`src/rtl/say_arbiter.sv`:
```
`default_nettype none
// ============================================================================
// Module      : say_arbiter
// Description : Four-way round-robin arbiter that feeds a one-entry output
//               buffer toward a shared say channel. A requester can be
//               granted in the same cycle that the buffered transaction
//               drains, so the channel sustains one transaction per cycle.
//               Optional per-requester grant counters and a transfer
//               counter are built only when SAY_ARBITER_STATS_EN is defined.
// Revision    : 1.0 - initial release
// ============================================================================
module say_arbiter #(
  parameter int V_WIDTH   = 32,
  parameter int SEQ_WIDTH = 8
) (
  input  logic                 CLK,
  input  logic                 nRST,

  input  logic                 say0__ENA,
  input  logic [V_WIDTH-1:0]   say0_v,
  input  logic [SEQ_WIDTH-1:0] say0_seqno,
  output logic                 say0__RDY,

  input  logic                 say1__ENA,
  input  logic [V_WIDTH-1:0]   say1_v,
  input  logic [SEQ_WIDTH-1:0] say1_seqno,
  output logic                 say1__RDY,

  input  logic                 say2__ENA,
  input  logic [V_WIDTH-1:0]   say2_v,
  input  logic [SEQ_WIDTH-1:0] say2_seqno,
  output logic                 say2__RDY,

  input  logic                 say3__ENA,
  input  logic [V_WIDTH-1:0]   say3_v,
  input  logic [SEQ_WIDTH-1:0] say3_seqno,
  output logic                 say3__RDY,

  output logic                 out_say__ENA,
  output logic [V_WIDTH-1:0]   out_say_v,
  output logic [SEQ_WIDTH-1:0] out_say_seqno,
  output logic [1:0]           out_say_src,
  input  logic                 out_say__RDY,

  output logic [7:0]           stat0,
  output logic [7:0]           stat1,
  output logic [7:0]           stat2,
  output logic [7:0]           stat3,
  output logic [31:0]          statTotal
);

  localparam logic [0:0] ST_EMPTY = 1'b0;
  localparam logic [0:0] ST_FULL  = 1'b1;

  logic [0:0]           r_state;
  logic [1:0]           r_ptr;
  logic [V_WIDTH-1:0]   r_v;
  logic [SEQ_WIDTH-1:0] r_seqno;
  logic [1:0]           r_src;

  logic [3:0]           w_req;
  logic [V_WIDTH-1:0]   w_v_in   [4];
  logic [SEQ_WIDTH-1:0] w_seq_in [4];
  logic                 w_drain;
  logic                 w_open;
  logic                 w_any_grant;
  logic [1:0]           w_gidx;
  logic [3:0]           w_grant;

  assign w_req       = {say3__ENA, say2__ENA, say1__ENA, say0__ENA};
  assign w_v_in[0]   = say0_v;
  assign w_v_in[1]   = say1_v;
  assign w_v_in[2]   = say2_v;
  assign w_v_in[3]   = say3_v;
  assign w_seq_in[0] = say0_seqno;
  assign w_seq_in[1] = say1_seqno;
  assign w_seq_in[2] = say2_seqno;
  assign w_seq_in[3] = say3_seqno;

  // A drain frees the buffer in the same cycle, so a new grant can refill it.
  assign w_drain = (r_state == ST_FULL) && out_say__RDY;
  assign w_open  = (r_state == ST_EMPTY) || w_drain;

  // Round-robin search from r_ptr; the loop runs high-to-low so the nearest
  // requester after the pointer is the last (winning) assignment. Reset gates
  // grants so no requester sees RDY while nRST is low.
  always_comb begin
    w_gidx      = 2'd0;
    w_any_grant = 1'b0;
    w_grant     = 4'b0000;
    if (nRST && w_open && (|w_req)) begin
      w_any_grant = 1'b1;
      for (int k = 3; k >= 0; k--) begin
        if (w_req[r_ptr + 2'(k)]) begin
          w_gidx = r_ptr + 2'(k);
        end
      end
      w_grant = 4'b0001 << w_gidx;
    end
  end

  assign say0__RDY = w_grant[0];
  assign say1__RDY = w_grant[1];
  assign say2__RDY = w_grant[2];
  assign say3__RDY = w_grant[3];

  // Buffer state, round-robin pointer and payload capture.
  always_ff @(posedge CLK or negedge nRST) begin
    if (!nRST) begin
      r_state <= ST_EMPTY;
      r_ptr   <= 2'd0;
      r_v     <= '0;
      r_seqno <= '0;
      r_src   <= 2'd0;
    end else begin
      if (w_any_grant) begin
        r_state <= ST_FULL;
        r_v     <= w_v_in[w_gidx];
        r_seqno <= w_seq_in[w_gidx];
        r_src   <= w_gidx;
        r_ptr   <= w_gidx + 2'd1;
      end else if (w_drain) begin
        // Payload is intentionally left as-is; only validity drops.
        r_state <= ST_EMPTY;
      end
    end
  end

  assign out_say__ENA  = (r_state == ST_FULL);
  assign out_say_v     = r_v;
  assign out_say_seqno = r_seqno;
  assign out_say_src   = r_src;

`ifdef SAY_ARBITER_STATS_EN
  logic [7:0]  r_stat [4];
  logic [31:0] r_total;

  // Grant counters per requester and a completed-transfer counter; both wrap.
  always_ff @(posedge CLK or negedge nRST) begin
    if (!nRST) begin
      for (int i = 0; i < 4; i++) begin
        r_stat[i] <= 8'd0;
      end
      r_total <= 32'd0;
    end else begin
      if (w_any_grant) begin
        r_stat[w_gidx] <= r_stat[w_gidx] + 8'd1;
      end
      if (w_drain) begin
        r_total <= r_total + 32'd1;
      end
    end
  end

  assign stat0     = r_stat[0];
  assign stat1     = r_stat[1];
  assign stat2     = r_stat[2];
  assign stat3     = r_stat[3];
  assign statTotal = r_total;
`else
  assign stat0     = 8'd0;
  assign stat1     = 8'd0;
  assign stat2     = 8'd0;
  assign stat3     = 8'd0;
  assign statTotal = 32'd0;
`endif

endmodule
`default_nettype wire

```
`config.mk`:
```
export PLATFORM = sky130hd
export DESIGN_NAME = say_arbiter
export DESIGN_NICKNAME = d
export VERILOG_FILES = /design/src/rtl/say_arbiter.sv
export SDC_FILE = /design/constraint.sdc
export NUM_CORES = 1
export LEC_CHECK = 0
export ABC_AREA = 1
export BUFFER_PORTS_ARGS = -buffer_cell sky130_fd_sc_hd__clkbuf_2
export CORE_AREA = 2 2 108 110
export DETAILED_ROUTE_END_ITERATION = 10
export DIE_AREA = 0 0 110 112
export PLACE_DENSITY = 0.83
export SETUP_SLACK_MARGIN = 0.5
export SLEW_MARGIN = 30
export SYNTH_ARGS = -nofsm -noshare
export SYNTH_HDL_FRONTEND = slang
export SYNTH_SLANG_ARGS = --single-unit
```
`constraint.sdc`:
```
create_clock -name CLK -period 3.5 [get_ports CLK]
set_input_delay 1.05 -clock CLK [delete_from_list [all_inputs] [get_ports CLK]]
set_output_delay 1.05 -clock CLK [all_outputs]
set_load 0.01 [all_outputs]
```
==> results of run 1 <==
[synth_stat cells, drive strengths merged]
library cell	instances	area share (%)
nor2	173	14
nand2	188	15
nand3	88	10
a21oi	2	0.22
nand4	31	4.2
o21ai	3	0.33
conb	1	0.082
inv	192	16
buf	93	14
and3	1	0.14
clkbuf	15	1.2
nor3	1	0.11
dfrtp	45	25
[report_power, final]
group	internal, mW	switching, mW	leakage (nW)
clock	0.281	0.187	0.0700
sequential	0.760	0.173	0.486
combinational	1.23	2.22	3.45
total	2.27	2.58	4.01
[routing by layer]
metal  vias up  wire length [microns]  share of wire, %  GRT usage, %
li1       2699                      -                 -             -
met1      2269                   5300                40          24.3
met2       251                   6580                49          36.9
met3        22                   1200               9.0          4.33
met4         0                    297               2.2          8.35
met5         -                      0                 0             0
[registers in the layout (all words and copies together) (netlist names)]
name           cells
out_say_v         32
out_say_seqno      8
out_say_src        2
r_ptr              2
out_say__ENA       1
[critical path: stages]
cell,delay (ps)
clkbuf_16,140
inv_12,50
nand2_4,50
nand3_2,80
nand2_1,80
nand3_2,100
buf_6,110
nand3_4,80
nand3_4,140
inv_4,50
nor3_4,100
buf_2,150
[metrics by stage]
step / area, sq um / util [%] / worst slack (ps) / cells
2_1_floorplan: 4920 / - / 398 / 896
3_3_place_gp: 5580 / 49.9 / 200 / 1157
3_5_place_dp: 5580 / 49.9 / 159 / 1157
4_1_cts: 5850 / 52.4 / 293 / 1170
5_1_grt: 5960 / 53.3 / 215 / 1175
6_report: 5960 / 53.3 / 263 / 1175
[final cells by class]
type,count,area [sq um],share of cell area [%]
Timing Repair Buffer,237,1320,22.1
Sequential cell,45,1130,18.9
Inverter,192,751,12.6
Multi-Input combinational cell,551,2440,41.0
Tap cell,143,179,3.00
Clock buffer,7,143,2.39
[logic make-up after synthesis]
logic type	count (synthesis)	synth area share, %
AND/OR/NAND/NOR	482	44.3
buffers and inverters	300	30.5
flip-flops	45	24.5
AO/OA/AOI/OAI	5	0.545
other	1	0.0817
[final timing paths]
path	from	endpoint	slack (ps)	cells past startpoint
min in group asynchronous	nRST	out_say_v[15]	980	2
worst min-delay path	out_say_v[9]	out_say_v[9]	500	2
worst max register to register	r_ptr[0]	out_say_seqno[1]	720	15
worst max-delay path	say0__ENA	say0__RDY	260	12
worst min register to register	out_say_v[9]	out_say_v[9]	500	2
max in group asynchronous	nRST	r_ptr[0]	2070	2
[timing repair]
action / in CTS / in global routing
pin swaps: 11 / 6
endpoints found under the setup margin: 4 / 4
resized for setup: 15 / 23
hold buffers: 0 / 0
setup buffers: 6 / 5
==> summary.md, run 1 <==
| Metric | Value |
|---|---|
| H-tree levels | `2` |
| Final Net Count | `1199` |
| Leak pwr | `4.01 nW` |
| Final hold vios | `0` |
| Die H | `112 microns` |
| Vias in the first global route | `4712` |
| Status | `completed` |
| Crit end category | `output pin` |
| Hold slack | `505 ps` |
| Critical-path maximum fanout | `4` |
| Residual DRC | `0` |
| Final Skew | `5.47 ps` |
| Commonest non-fill, non-tap cell in the layout | `clkbuf_2` |
| Core Region | `11200 sq um` |
| Max-Cap Viols | `0` |
| Post-Route Setup TNS | `0 ps` |
| Clock Sinks | `45` |
| RSZ-0062 raised after global routing | `true` |
| Setup Crit Path Kind | `in -> out` |
| Worst slew pin tran | `768 ps` |
| F_max | `0.309 GHz` |
| Type of origin of the critical path | `input pin` |
| P&R area growth vs syn | `29.9%` |
| P per Cell Area | `814 nW/um^2` |
| Antenna violations before repair | `0` |
| Synth Instances | `833` |
| Post-route ant nets | `0` |
| Req. time, crit path | `2450 ps` |
| FILL cells | `1134` |
| Largest net degree at the start of global routing | `69` |
| Arrival time at the worst endpoint | `2190 ps` |
| Initial drt markers | `325` |
| CTS tree | `yes` |
| RD Place Congestion | `0.883` |
| Synth cell types | `19` |
| Clk pin slew, worst setup/hold paths | `60 ps` |
| GRT Util Overall | `20.9%` |
| Final Max Tran Viols | `0` |
| Hpwl dp | `9710 microns` |
| Synthesized flop and latch total | `45` |
| Final setup viols | `0` |
| Layout cells sized above 1 | `28.1%` |
| Clk Latency, worst-skew pair | `280 ps` |
| Total power | `4.85 mW` |
| WL/cell | `11.4 microns` |
| Hold WC Path Type | `reg -> reg` |
| Num CTS Buffers | `5` |
| Initial core utilization | `41.1%` |
| GR Overflow Total | `0` |
| Synthesized area per cell | `5.51 sq um` |
| Vias | `5241` |
| Die width | `110 microns` |
| DRT Pass-1 Iters | `4` |
| Relative slew slack | `48.8%` |
| Synthesized area | `4590 sq um` |
| Tmin final | `3240 ps` |
| Number of top-level pins | `278` |
| Clock Root Buffer | `clkbuf_16` |
| Commonest cells after routing, fill and taps aside | `205 x clkbuf_2, 175 x inv_1, 172 x nand2_1, 171 x nor2_1, 81 x nand3_1` |
| First-pass GRT wire length | `20900 microns` |
| Seq/Total Area, Yosys | `24.5%` |
| Worst vdd ir | `523 uV` |
| Inserted Diodes | `0` |
| Overall routed net length | `13400 microns` |
| Yosys warnings | `0` |
| Fin crit share | `92.5%` |
| Via density | `4.46` |
| Port buffer count | `213` |
| Row count | `39` |
| Full die area | `12300 sq um` |
| Clock buffer depth | `2` |
Power figures use the tool's default switching activity.
==> inputs of run 2 (changes only) <==
--- a/config.mk
+++ b/config.mk
@@ -5,12 +5,11 @@
 export SDC_FILE = /design/constraint.sdc
 export NUM_CORES = 1
 export LEC_CHECK = 0
-export ABC_AREA = 1
 export BUFFER_PORTS_ARGS = -buffer_cell sky130_fd_sc_hd__clkbuf_2
-export CORE_AREA = 2 2 108 110
+export CORE_AREA = 2 2 107 109
 export DETAILED_ROUTE_END_ITERATION = 10
-export DIE_AREA = 0 0 110 112
-export PLACE_DENSITY = 0.83
+export DIE_AREA = 0 0 109 111
+export PLACE_DENSITY = 0.72
 export SETUP_SLACK_MARGIN = 0.5
 export SLEW_MARGIN = 30
 export SYNTH_ARGS = -nofsm -noshare
==> run 2 against run 1 <==
  * Worst setup slack better by 9.6 ps
  * Sequential cell count unchanged
  * Count of clock-buffer cells in the layout down 2
  * Global-route usage down 3.2 points
  * Sequential share of layout area up 5.6 points
  * Non-clock buffer count down 6
  * Die area down 1.8%
  * Clock power up 12%
  * Critical path type unchanged
  * Final cell count down 38%
  * Synthesized area down 28%
  * Largest power group unchanged
  * Synthesized cell count down 53%
==> summary.md, run 2 <==
| Metric | Value |
|---|---|
| Status | `completed` |
| Worst vdd ir | `191 uV (-64%)` |
| Clock Root Buffer | `clkbuf_16` |
| Critical-path maximum fanout | `6 (+2)` |
| Port buffer count | `213 (unchanged)` |
| Commonest non-fill, non-tap cell in the layout | `clkbuf_2` |
| H-tree levels | `2 (unchanged)` |
| Full die area | `12100 sq um (-1.8%)` |
| Crit end category | `output pin` |
| Final Max Tran Viols | `0 (unchanged)` |
| Antenna violations before repair | `0 (unchanged)` |
| Post-route ant nets | `0 (unchanged)` |
| Relative slew slack | `39.3% (-9.5 points)` |
| Synth async-reset ratio | `100% (unchanged)` |
| Die H | `111 microns (-0.89%)` |
| Final setup viols | `0 (unchanged)` |
| Worst slew pin tran | `910 ps (+142 ps)` |
| Yosys warnings | `0 (unchanged)` |
| Die width | `109 microns (-0.91%)` |
| Largest net degree at the start of global routing | `47 (-32%)` |
| F_max | `0.310 GHz (+0.30%)` |
| GRT Util Overall | `17.7% (-3.2 points)` |
| RSZ-0062 raised after global routing | `true` |
| Via density | `4.74 (+6.2%)` |
| Clock buffer depth | `2 (unchanged)` |
| Post-synthesis compound-gate area fraction | `21.4% (+21 points)` |
| XOR/XNOR Fraction of Synth Area | `0% (unchanged)` |
| EDFF count, synth | `0 (unchanged)` |
| RD Place Congestion | `0.853 (-3.3%)` |
| P&R area growth vs syn | `39.5%` |
| Yosys top cell by area | `dfrtp_1` |
| Final Net Count | `758 (-37%)` |
| Hold buffers post-CTS | `0 (unchanged)` |
| Initial core utilization | `29.7% (-11 points)` |
| Synthesized area per cell | `8.49 sq um (+54%)` |
| Synth Area in Simple Gates | `24.2% (-20 points)` |
| WL/cell | `15.1 microns (+33%)` |
| Inserted Diodes | `0 (unchanged)` |
| P per Cell Area | `451 nW/um^2 (-45%)` |
| CP max stage delay | `590 ps (+440 ps)` |
| Final Skew | `4.32 ps (-1.16 ps)` |
| Post-Route Setup TNS | `0 ps (unchanged)` |
| Main area contributors after synthesis | `dfrtp_1 34%, buf_4 15%, a221oi_1 11%` |
| Final hold vios | `0 (unchanged)` |
| Top_reg_cell synth | `dfrtp_1` |
| FILL cells | `1139 (+0.44%)` |
| Number of top-level pins | `278 (unchanged)` |
| Core Region | `11100 sq um (-0.87%)` |
| Post-synth top area share | `34.2% (+9.7 points)` |
| Kind of cell adding the most delay to the critical path | `simple AND/OR/NAND/NOR gates` |
| Num CTS Buffers | `5 (unchanged)` |
| Register area | `1130 sq um (-0.11%)` |
| Tmin final | `3230 ps (-9.63 ps)` |
| Multi-input logic area | `1820 sq um (-26%)` |
| Synthesized area | `3290 sq um (-28%)` |
| Arrival time at the worst endpoint | `2180 ps (about the same)` |
| Vias | `3478 (-34%)` |
| Seq/Total Area, Yosys | `34.2% (+9.7 points)` |
| Residual DRC | `0 (unchanged)` |
| Clk Latency, worst-skew pair | `280 ps (about the same)` |
| Cell Area, Placed | `4260 sq um (-24%)` |
| Vias in the first global route | `3247 (-31%)` |
| Fin crit share | `92.2% (-0.28 points)` |
| Final Cell Area | `4590 sq um (-23%)` |
| Post-Synth Adder-Cell Area | `0% (unchanged)` |
| First-pass GRT wire length | `16700 microns (-20%)` |
| Setup Crit Path Kind | `in -> out` |
| Layout cells sized above 1 | `43.0% (+15 points)` |
| Clock Sinks | `45 (unchanged)` |
| Overall routed net length | `11100 microns (-17%)` |
| Row count | `39 (unchanged)` |
| Synth Instances | `388 (-53%)` |
| Most frequent cell after synthesis | `buf_4` |
| Hold WC Path Type | `reg -> reg` |
| CTS tree | `yes` |
| Total power | `2.07 mW (-57%)` |
| Mux contribution to synthesized area | `0.304% (+0.30 points)` |
| Post-synth top cells | `64 x buf_4, 47 x nand2_1, 47 x nor2_1` |
| Crit path cell chain | `clkbuf_16 > mux2i_1 > nor2_1 > or4_4 > nor2_4 > buf_6` |
| Synth cell types | `35 (+16)` |
| Clk pin slew, worst setup/hold paths | `60 ps (about the same)` |
| Max-Cap Viols | `0 (unchanged)` |
| Largest family of logic cells by synthesized area | `simple AND/OR/NAND/NOR gates` |
| GR Overflow Total | `0 (unchanged)` |
| Leak pwr | `2.28 nW (-43%)` |
| Worst path buffer plus inverter count | `2 (-3)` |
| Req. time, crit path | `2450 ps (about the same)` |
| Hold slack | `493 ps (-11.7 ps)` |
| Hpwl dp | `8150 microns (-16%)` |
| DRT Pass-1 Iters | `5 (+1)` |
| CP max stage cell | `or4_4` |
| Synthesized flop and latch total | `45 (unchanged)` |
| Commonest cells after routing, fill and taps aside | `206 x clkbuf_2, 64 x conb_1, 47 x nand2_1, 45 x nor2_1, 45 x dfrtp_1` |
| Type of origin of the critical path | `input pin` |
| Initial drt markers | `199 (-39%)` |
| Number of flip-flops under the largest register name | `32 (unchanged)` |
## run 2: cell families after synthesis
kind of cell	after synthesis
mux	1
flops	45
other cells	1
buf+inv	100
simple gates	146
compound gates	95
## run 2: final timing paths
path	from	end	slack [ps]	cells after the start
max in group asynchronous	nRST	out_say_v[11]	2070	2
min in group asynchronous	nRST	r_ptr[0]	1030	2
hold reg to reg	out_say_src[1]	out_say_src[1]	490	2
setup reg to reg	r_ptr[1]	out_say_v[23]	1000	7
setup / recovery	say2__ENA	say1__RDY	270	6
hold / removal	out_say_src[1]	out_say_src[1]	490	2
## run 2: report_power, final
group	total (mW)	internal [mW]	switching, mW	leakage, nW
Combinational	0.818	0.341	0.477	1.69
Sequential	0.730	0.650	0.0802	0.512
Clock	0.524	0.332	0.192	0.0797
Total	2.07	1.32	0.749	2.28
## run 2: per-stage QoR
stage / instances / setup WS [ps] / utilization (%)
floorplan: 451 / 155 / -
global placement: 718 / 165 / 38.5
detailed placement: 718 / 176 / 38.5
CTS: 734 / 256 / 41.3
global route: 734 / 226 / 41.5
finish: 734 / 273 / 41.5
## run 2: worst reg2reg max path, cell delays in order (launching register included)
cell,delay [ps]
dfrtp_1,540
mux2i_1,220
nor2_1,60
or4_4,590
buf_4,160
buf_4,200
or3b_2,470
a31oi_1,170
## run 2: final cells by class
type	count	share of cell area, %
Inverter	2	0.163
Multi-Input combinational cell	306	39.6
Sequential cell	45	24.5
Clock buffer	5	2.72
Timing Repair Buffer	231	28.3
Tap cell	143	3.90
Clock inverter	2	0.763
## run 2: routing by layer
metal / up-vias / wire [microns] / part of all wire [%] / track usage, %
met5: - / 0 / 0 / 0
met4: 0 / 233 / 2.1 / 5.81
met3: 19 / 804 / 7.2 / 3.64
met2: 168 / 5650 / 51 / 31.8
met1: 1604 / 4410 / 40 / 20.6
li1: 1687 / - / - / -
## run 2: what timing repair did
| item | CTS | global route |
|---|---|---|
| pin swaps | 3 | 2 |
| resized for setup | 13 | 8 |
| setup endpoints to repair | 4 | 4 |
| buffers inserted | 9 | 0 |
==> inputs of run 3 (changes only) <==
==> constraint.sdc (replaced) <==
create_clock -name CLK -period 3.5 [get_ports CLK]
set_input_delay 0.35 -clock CLK [delete_from_list [all_inputs] [get_ports CLK]]
set_output_delay 0.35 -clock CLK [all_outputs]
set_load 0.01 [all_outputs]
==> run 3 against run 2 <==
  * Combinational power shrank 3.7%
  * Routed wire length is 1.5% lower
  * Critical path depth down 1
  * Via count stayed put
  * Highest routed layer unchanged
==> summary.md, run 3 (synthesis gave the netlist of run 2 again) <==
| Metric | Value |
|---|---|
| Status | `completed` |
| CP max stage delay | `750 ps (+160 ps)` |
| Overall routed net length | `10900 microns (-1.5%)` |
| Crit end category | `output pin` |
| H-tree levels | `2 (unchanged)` |
| Number of top-level pins | `278 (unchanged)` |
| Inserted Diodes | `0 (unchanged)` |
| Max-Cap Viols | `0 (unchanged)` |
| Commonest non-fill, non-tap cell in the layout | `clkbuf_2` |
| Die H | `111 microns (unchanged)` |
| CTS tree | `yes` |
| Req. time, crit path | `3150 ps (+700 ps)` |
| Critical-path maximum fanout | `24 (+18)` |
| Vias in the first global route | `3181 (-2.0%)` |
| Place WS | `1100 ps (+921 ps)` |
| Commonest cells after routing, fill and taps aside | `213 x clkbuf_2, 64 x conb_1, 47 x nor2_1, 47 x nand2_1, 45 x dfrtp_1` |
| Clock Root Buffer | `clkbuf_16` |
| RD Place Congestion | `0.756 (-11%)` |
| Fin crit share | `68.4% (-24 points)` |
| Antenna violations before repair | `0 (unchanged)` |
| CP max stage cell | `or4_2` |
| FILL cells | `1161 (+1.9%)` |
| Port buffer count | `213 (unchanged)` |
| Hold slack | `263 ps (-231 ps)` |
| Most frequent CP cell | `clkbuf_2` |
| P per Cell Area | `453 nW/um^2 (+0.53%)` |
| Core Region | `11100 sq um (unchanged)` |
| Relative slew slack | `39.2% (-0.17 points)` |
| Via density | `4.78 (+0.96%)` |
| P&R area growth vs syn | `33.0%` |
| Post-Route Setup TNS | `0 ps (unchanged)` |
| Clk Latency, worst-skew pair | `280 ps (about the same)` |
| Number of flip-flops under the largest register name | `32 (unchanged)` |
| Row count | `39 (unchanged)` |
| F_max | `0.418 GHz (+35%)` |
| Total power | `1.99 mW (-4.2%)` |
| Clock network fraction of design power | `23.1% (-2.2 points)` |
| Sequential Power Share | `37.2% (+2.0 points)` |
| Gate power share | `39.7% (+0.2 points)` |
| Number of post-CTS setup repair buffers | `0 (-9)` |
| Crit path cell chain | `clkbuf_2 > or4_2 > and3_2 > and2_1 > clkbuf_2` |
| Type of origin of the critical path | `input pin` |
| Final Skew | `7.92 ps (+3.60 ps)` |
| Tmin final | `2390 ps (-834 ps)` |
| Vias | `3478 (unchanged)` |
| Layout cells sized above 1 | `41.3% (-1.7 points)` |
| Arrival time at the worst endpoint | `2040 ps (-140 ps)` |
| Worst slew pin tran | `912 ps (+2.55 ps)` |
| Clock buffer depth | `2 (unchanged)` |
| Clock Sinks | `45 (unchanged)` |
| GRT Util Overall | `16.8% (-0.91 points)` |
| Final Max Tran Viols | `0 (unchanged)` |
| Leak pwr | `2.18 nW (-4.3%)` |
| Final Net Count | `750 (-1.1%)` |
| Final hold vios | `0 (unchanged)` |
| Initial core utilization | `29.7% (unchanged)` |
| RSZ-0062 raised after global routing | `false` |
| Net Sw Frac | `38.0% (+1.8 points)` |
| Hold buffers post-CTS | `0 (unchanged)` |
| Worst vdd ir | `189 uV (-0.97%)` |
| Sw Pwr | `755 uW (+0.72%)` |
| Initial drt markers | `197 (-1.0%)` |
| Setup Crit Path Kind | `in -> out` |
| Final WS setup | `1110 ps (+834 ps)` |
| GR Overflow Total | `0 (unchanged)` |
| First-pass GRT wire length | `15900 microns (-5.0%)` |
| Num CTS Buffers | `5 (unchanged)` |
| Post-route ant nets | `0 (unchanged)` |
| WL/cell | `15.0 microns (-0.53%)` |
| P_int | `1.23 mW (-6.9%)` |
| Largest net degree at the start of global routing | `47 (unchanged)` |
| Residual DRC | `0 (unchanged)` |
| Die width | `109 microns (unchanged)` |
| Hpwl dp | `8270 microns (+1.5%)` |
| Hold WC Path Type | `in -> async` |
| DRT Pass-1 Iters | `4 (-1)` |
| Full die area | `12100 sq um (unchanged)` |
| Final setup viols | `0 (unchanged)` |
| Post-CTS sizing | `0 (-13)` |
| Clk pin slew, worst setup/hold paths | `60 ps (about the same)` |
run 3: worst paths after layout:
path                       depth (start not counted)  slack, ps           start             end
setup / recovery                                   5       1110       say3__ENA       say0__RDY
hold / removal                                     2        260            nRST   out_say_v[26]
setup reg to reg                                   6       1270        r_ptr[1]   out_say_v[23]
hold reg to reg                                    2        480  out_say_src[0]  out_say_src[0]
max in group asynchronous                          2       2830            nRST    out_say_v[3]
min in group CLK                                   3        280      say2_v[14]   out_say_v[14]
run 3: layout make-up:
class | instances | area, sq um | area share, %
Sequential cell | 45 | 1130 | 25.7
Tap cell | 143 | 179 | 4.09
Clock buffer | 5 | 125 | 2.86
Clock inverter | 3 | 17.5 | 0.400
Inverter | 2 | 7.51 | 0.171
Multi-Input combinational cell | 306 | 1780 | 40.7
Timing Repair Buffer | 223 | 1140 | 26.1
run 3: worst max-delay path, delay by kind of cell:
kind	cells	cell delay, ps
AND/OR/NAND/NOR	3	1410
buffers and inverters	2	280
run 3: metrics by stage:
stage	utilization [%]	cells	instance area (sq um)
floorplan	-	451	3530
detailed placement	38.2	719	4240
global placement	38.2	719	4240
CTS	39.5	727	4380
global route	39.5	727	4380
finish	39.5	727	4380
run 3: power by group through the flow:
stage / clock network (mW) / registers (mW) / logic [mW]
after floorplan: 0 / 0.786 / 0.441
after global placement: 0 / 0.742 / 0.784
after detailed placement: 0 / 0.746 / 0.792
after CTS: 0.483 / 0.738 / 0.793
after global routing: 0.509 / 0.753 / 0.870
final: 0.459 / 0.738 / 0.788
run 3: metal layers:
layer,vias to the layer above,wire (microns),part of all wire (%),GRT usage [%]
met3,2,904,8.3,3.53
met4,0,29,0.27,2.65
li1,1675,-,-,-
met2,184,5750,53,32.2
met1,1617,4260,39,18.9
met5,-,0,0,0
